## src/rtl/bk_tape_in.sv

```systemverilog
// bk_tape_in: cassette input front end for the BK0010/BK0011M core.
// Synchronises and glitch-filters the raw tape pin into tape_bit. It also
// measures half-periods between filtered edges, flags tape activity, and
// holds the tape motor latch written through the system register.
// Optional feature macro: BK_TAPE_PERIOD_EN builds the period counter,
// period/period_valid outputs and the activity detector. Without it those
// outputs are tied to 0.
module bk_tape_in #(
  parameter int FILT_LEN  = 8,
  parameter int ACT_EDGES = 8
) (
  input  logic        clk_sys,
  input  logic        reset_n,
  input  logic        ce_12mp,
  input  logic        tape_in,
  input  logic        sysreg_sel,
  input  logic        bus_stb,
  input  logic        bus_we,
  input  logic [1:0]  bus_wtbt,
  input  logic [15:0] bus_din,
  output logic        tape_bit,
  output logic        motor_on,
  output logic [11:0] period,
  output logic        period_valid,
  output logic        tape_active
);

  localparam logic [3:0]  FILT_MAX = 4'(FILT_LEN - 1);
  localparam logic [3:0]  ACT_MAX  = 4'(ACT_EDGES);
  localparam logic [11:0] PCNT_MAX = 12'hFFF;

  logic       sync_p0;
  logic       sync_p1;
  logic [3:0] fcnt;
  logic       flip_vld_p0;
  logic       wr_stb;
  logic       wr_stb_d;
  logic       unused_bits;

  // Stage p0/p1: two-flop synchroniser for the asynchronous comparator output
  always_ff @(posedge clk_sys or negedge reset_n) begin
    if (!reset_n) begin
      sync_p0 <= 1'b1;
      sync_p1 <= 1'b1;
    end else begin
      sync_p0 <= tape_in;
      sync_p1 <= sync_p0;
    end
  end

  // Filter: count sampled ticks that disagree with tape_bit and request a flip
  // on the FILT_LEN-th; the flip request is registered so tape_bit changes on
  // the clock after the deciding tick.
  always_ff @(posedge clk_sys or negedge reset_n) begin
    if (!reset_n) begin
      fcnt        <= 4'd0;
      flip_vld_p0 <= 1'b0;
    end else begin
      flip_vld_p0 <= 1'b0;
      if (flip_vld_p0) begin
        fcnt <= 4'd0;
      end else if (ce_12mp) begin
        if (sync_p1 != tape_bit) begin
          if (fcnt == FILT_MAX) begin
            fcnt        <= 4'd0;
            flip_vld_p0 <= 1'b1;
          end else begin
            fcnt <= fcnt + 4'd1;
          end
        end else begin
          fcnt <= 4'd0;
        end
      end
    end
  end

  // Stage p1 boundary: filtered level, idles high
  always_ff @(posedge clk_sys or negedge reset_n) begin
    if (!reset_n) begin
      tape_bit <= 1'b1;
    end else if (flip_vld_p0) begin
      tape_bit <= ~tape_bit;
    end
  end

`ifdef BK_TAPE_PERIOD_EN
  logic [11:0] pcnt;
  logic [3:0]  ecnt;

  function automatic logic [11:0] sat_inc_pcnt(input logic [11:0] v);
    return (v == PCNT_MAX) ? v : v + 12'd1;
  endfunction

  function automatic logic [3:0] sat_inc_ecnt(input logic [3:0] v);
    return (v >= ACT_MAX) ? ACT_MAX : v + 4'd1;
  endfunction

  // Half-period measurement and activity count, updated on the tape_bit flip
  always_ff @(posedge clk_sys or negedge reset_n) begin
    if (!reset_n) begin
      pcnt         <= 12'd0;
      ecnt         <= 4'd0;
      period       <= 12'd0;
      period_valid <= 1'b0;
    end else begin
      period_valid <= flip_vld_p0;
      if (flip_vld_p0) begin
        period <= pcnt;
        pcnt   <= 12'd0;
        ecnt   <= (pcnt == PCNT_MAX) ? 4'd1 : sat_inc_ecnt(ecnt);
      end else begin
        if (ce_12mp) begin
          pcnt <= sat_inc_pcnt(pcnt);
        end
        if (pcnt == PCNT_MAX) begin
          ecnt <= 4'd0;
        end
      end
    end
  end

  assign tape_active = (ecnt == ACT_MAX);
`else
  assign period       = 12'd0;
  assign period_valid = 1'b0;
  assign tape_active  = 1'b0;
`endif

  assign wr_stb      = bus_stb & sysreg_sel & bus_we;
  assign unused_bits = &{1'b0, bus_wtbt[1], bus_din[15:8], bus_din[6:0]};

  // Motor latch: low-byte write on the rising edge of the sysreg write strobe
  always_ff @(posedge clk_sys or negedge reset_n) begin
    if (!reset_n) begin
      wr_stb_d <= 1'b0;
      motor_on <= 1'b0;
    end else begin
      wr_stb_d <= wr_stb;
      if (wr_stb && !wr_stb_d && bus_wtbt[0]) begin
        motor_on <= ~bus_din[7];
      end
    end
  end

endmodule

```

## config.mk

```make
export PLATFORM = sky130hd
export DESIGN_NAME = bk_tape_in
export DESIGN_NICKNAME = d
export VERILOG_FILES = /design/src/rtl/bk_tape_in.sv
export SDC_FILE = /design/constraint.sdc
export NUM_CORES = 1
export LEC_CHECK = 0
export BUFFER_PORTS_ARGS = -buffer_cell sky130_fd_sc_hd__buf_2
export CORE_UTILIZATION = 25
export CTS_CLUSTER_SIZE = 16
export DETAILED_ROUTE_END_ITERATION = 8
export PLACE_DENSITY_LB_ADDON = 0.05
export SLEW_MARGIN = 5
export SYNTH_ARGS = -nofsm -noshare
export SYNTH_HDL_FRONTEND = slang
export SYNTH_SLANG_ARGS = --single-unit
```

## constraint.sdc

```tcl
create_clock -name clk_sys -period 3.06 [get_ports clk_sys]
set_input_delay 0 -clock clk_sys [delete_from_list [all_inputs] [get_ports clk_sys]]
set_output_delay 0 -clock clk_sys [all_outputs]
set_load 0.01 [all_outputs]
```

# Word level (Yosys, flattened, before mapping)
# Cells that the tools add are included.
[op_classes]
n_addsub = 1
n_eq_ne = 2
n_reduce_logical = 4
muxes = 8
bitwise = 4
[op_table]
columns = ["op", "n"]
rows = [
  ["4-bit two-way mux", 4],
  ["4-bit by 1-bit adder with 4-bit output (second input constant)", 1],
  ["4-bit by 3-bit equality test with 1-bit output (second input constant)", 1],
  ["1-bit two-way mux", 4],
  ["1-bit bitwise AND", 2],
  ["1-bit logical AND", 2],
  ["1-bit inverter", 2],
  ["2-bit nonzero test", 1],
  ["1-bit logical NOT", 1],
  ["1-bit != test", 1],
]
[totals]
register_bits = 10
out_inout_bits = 16
in_bits = 25
wordCells = 26

# Longest topological paths before layout
[logic_depth]
ltp_word = 5
mapped_depth = 4
ltp_nobuf = 4

# Worst setup path before layout
# OpenSTA, ideal clock, no wires.
[synth_path]
path_kind = "reg2reg"
start = "reg tape_bit"
end = "reg fcnt[0]"
slack_ps = 1879
setup_time_ps = 92
path_buffers = 0
arrival_time_ps = 1089
stages_incl_launch_ff = 4
required_ps = 2968
period_less_slack_ps = 1181
path_cell_list = "dfstp_2 > xor2_2 > nand2_2 > o31ai_2"
[synth_via]
elab_chain_len = 4
[synth_lines]
columns = ["item", "line", "source"]
rows = [
  ["from (decl)", "21", "output logic tape_bit,"],
  ["from (signal assigned)", "82", "tape_bit <= ~tape_bit;"],
  ["1-bit != test", "63", "if (sync_p1 != tape_bit) begin"],
  ["4-bit two-way mux", "63", ""],
  ["4-bit two-way mux", "62", "end else if (ce_12mp) begin"],
  ["4-bit two-way mux", "60", "if (flip_vld_p0) begin"],
  ["to (signal assigned)", "68", "fcnt <= fcnt + 4'd1;"],
  ["to (decl)", "34", "logic [3:0] fcnt;"],
]
# No other way between the ends. The select of a mux whose other input is x is not followed.
# A chain may end at the register's enable or synchronous reset.

# Worst setup path after layout
# Same ends and word-level chain as after synthesis.

==> results.toml <==
[route]
wl_um = 825
firstDrtPassIters = 4
drcViolationCount = 0
drt-vias-per-instance = 3.83
vias = 364
detail_route.iter0.violations = 3
avgRoutedWirePerCell_um = 8.68
ant_nets = 0

[logic_synthesis]
yosysWarningCount = 0
netlist.area_leader.share_pct = 32.1
netlist_top_cells_count = "buf_4, dfrtp_1, dfstp_2, nor2_1"
yosys.area.top_type = "dfrtp_1"
synth_edf_count = 0
ys.flop_type = "dfrtp_1"
synth_area_um2 = 546
synth_cell_types = 23
syn_avg_cell_area_um2 = 10.7
yosysSeqAreaShare_pct = 46.6
ys_seq_elements = 10
netlist_instances = 51
async_flop_share_pct = 100
synth.area.top_cells = "dfrtp_1, buf_4, dfstp_2"
synth.most_common_cell = "buf_4"

[worst_setup_path]
r2r-start = "tape_bit"
cp-start-kind = "register"
worstSetupPathType = "reg -> reg"
endpoint_kind = "register"
crit_required_ns = 3.24
cp_max_fo = 6
cp.arrival_ns = 1.45
critPathLaunch = "tape_bit"

[pwr]
seq_power_share_pct = 46.9
internal_power_w = 0.000292
leakagePower_nw = 0.330
ir_worst_vdd_mv = 0.326
switching_power_w = 0.000132
combPwrFrac_pct = 25.5
p_per_area_nw_per_um2 = 653
p_total_w = 0.000424
pwr-share-clk_pct = 27.6
switching_share_pct = 31.2

[global_routing]
grt_first_pass_wirelength_um = 1370
grt_max_degree = 11
antenna_found_initial = 0
grt_pass1_vias = 323
grt_use_total_pct = 8.02
grt-ovfl-total = 0

[sta]
slew_viol_final = 0
max_freq_mhz = 785
fin_skew_ns = 0.000236
setup-tns-final_ns = 0
setup-violations-final = 0
hold_viol = 0
finalCriticalPeriod_ns = 1.27
period_share_pct = 41.6
rsz0062_at_grt = "no"

[clock_tree]
htree_levels = 1
insertion_delay_ns = 0.26
cts_buffer_depth = 2
path_clk_slew_ns = 0.06
cts_buffers = 3
cts_root_buf = "clkbuf_4"
cts_tree = "yes"
clock-sinks = 10

[floorplan]
io_pins = 41
dieArea_um2 = 2370
fp-row-count = 16
fp.dieW_um = 48.7
die_h_um = 48.7
start_util_pct = 27.2
coreArea_um2 = 2000

[placement]
gp_congestion = 0.713
hpwl_um = 616
port_buffers = 10
dp.cells = 87

[hold_path]
hp-start = "bus_stb"
hold_class = "in -> reg"

[final_layout]
nets = 95
n_fill_cell = 217
diodes = 0
area_growth_syn_to_layout_pct = 19.0
finalNonFillerCells = 95
drive_above_1_share_pct = 30.9

[flow_run]
max_cap_viol_count = 0

[outcome]
outcome = "finished, final reports clean"
-- cell families after synthesis --
kind of cell	synth area share, %
compound gates	7.57
xor+xnor	4.59
fa+ha+maj	2.29
mux	1.83
other cells	0.687
simple gates	15.8
flops	46.6
buf+inv	20.6
-- power by group through the flow --
stage / Combinational, W / Sequential (W) / Clock (W)
after global placement: 0.000107 / 0.000203 / 0
after global routing: 0.000122 / 0.000204 / 0.000131
after floorplan: 0.0000852 / 0.000201 / 0
after CTS: 0.000108 / 0.000200 / 0.000125
final: 0.000108 / 0.000199 / 0.000117
after detailed placement: 0.000104 / 0.000201 / 0
-- routing by layer --
metal  GRT usage [%]  share of wire, %
met5               0                 0
met4            1.47               1.2
met2            12.3                44
met3            5.66               7.6
met1            9.18                47
-- what timing repair did --
| item | in CTS | in global routing |
|---|---|---|
| setup buffers | 0 | 0 |
| endpoints found under the hold margin | 13 | 0 |
| hold buffers | 4 | 0 |
| resized for setup | 0 | 0 |
-- cell usage in the layout, fill, tap and decap left out --
| cell | count |
|---|---|
| a31oi_1 | 2 |
| a32o_2 | 1 |
| and3_1 | 1 |
| buf_2 | 10 |
| clkbuf_4 | 3 |
| clkbuf_8 | 1 |
| conb_1 | 14 |
| dfrtp_1 | 7 |
| dfstp_2 | 3 |
| dlygate4sd3_1 | 4 |
| ha_1 | 1 |
| inv_1 | 2 |
| mux2i_1 | 1 |
| nand2_1 | 2 |
| nand2_2 | 1 |
| nand2b_1 | 1 |
| nand3_1 | 1 |
| nand3b_1 | 2 |
| nand4b_1 | 2 |
| nor2_1 | 3 |
| nor2b_1 | 1 |
| nor3_1 | 1 |
| o21ai_1 | 1 |
| o31ai_2 | 1 |
| xor2_1 | 1 |
| xor2_2 | 1 |
-- path summary, 6_finish.rpt --
check / cells after the start / slack, ns / to
setup / recovery: 3 / 1.79 / fcnt[0]
hold / removal: 2 / 0.01 / wr_stb_d
setup reg to reg: 3 / 1.79 / fcnt[0]
hold reg to reg: 0 / 0.36 / sync_p1
max in group asynchronous: 2 / 2.69 / sync_p0
min in group asynchronous: 2 / 0.12 / fcnt[1]
-- worst max-delay path, cell delays in order, from the launching register on --
cell	delay, ns
dfstp_2	0.57
xor2_2	0.30
nand2_2	0.10
o31ai_2	0.21
-- metrics by stage --
step | cell area [um^2] | util [%] | hold slack [ns] | worst slack [ns]
CTS | 649 | 32.4 | 0.00594 | 1.78
global placement | 573 | 28.6 | -0.116 | 1.74
floorplan | 594 | - | -0.296 | 1.88
detailed placement | 573 | 28.6 | -0.124 | 1.81
finish | 649 | 32.4 | 0.0116 | 1.79
global route | 649 | 32.4 | 0.00721 | 1.69
-- registers in the layout, summed over array words and instances, names as in the netlist --
register,cells
fcnt,4
flip_vld_p0,1
motor_on,1
sync_p0,1
sync_p1,1
tape_bit,1
wr_stb_d,1
-- area by class of cell --
class                   count  area [um^2]  share of cell area (%)
inverters                   2         7.51                    1.16
well taps                  27         33.8                    5.20
clock buffers               4         36.3                    5.59
flip-flops and latches     10          254                    39.1
multi-input cells          38          228                    35.1
repair buffers             14         90.1                    13.9
Power figures use the tool's default switching activity.
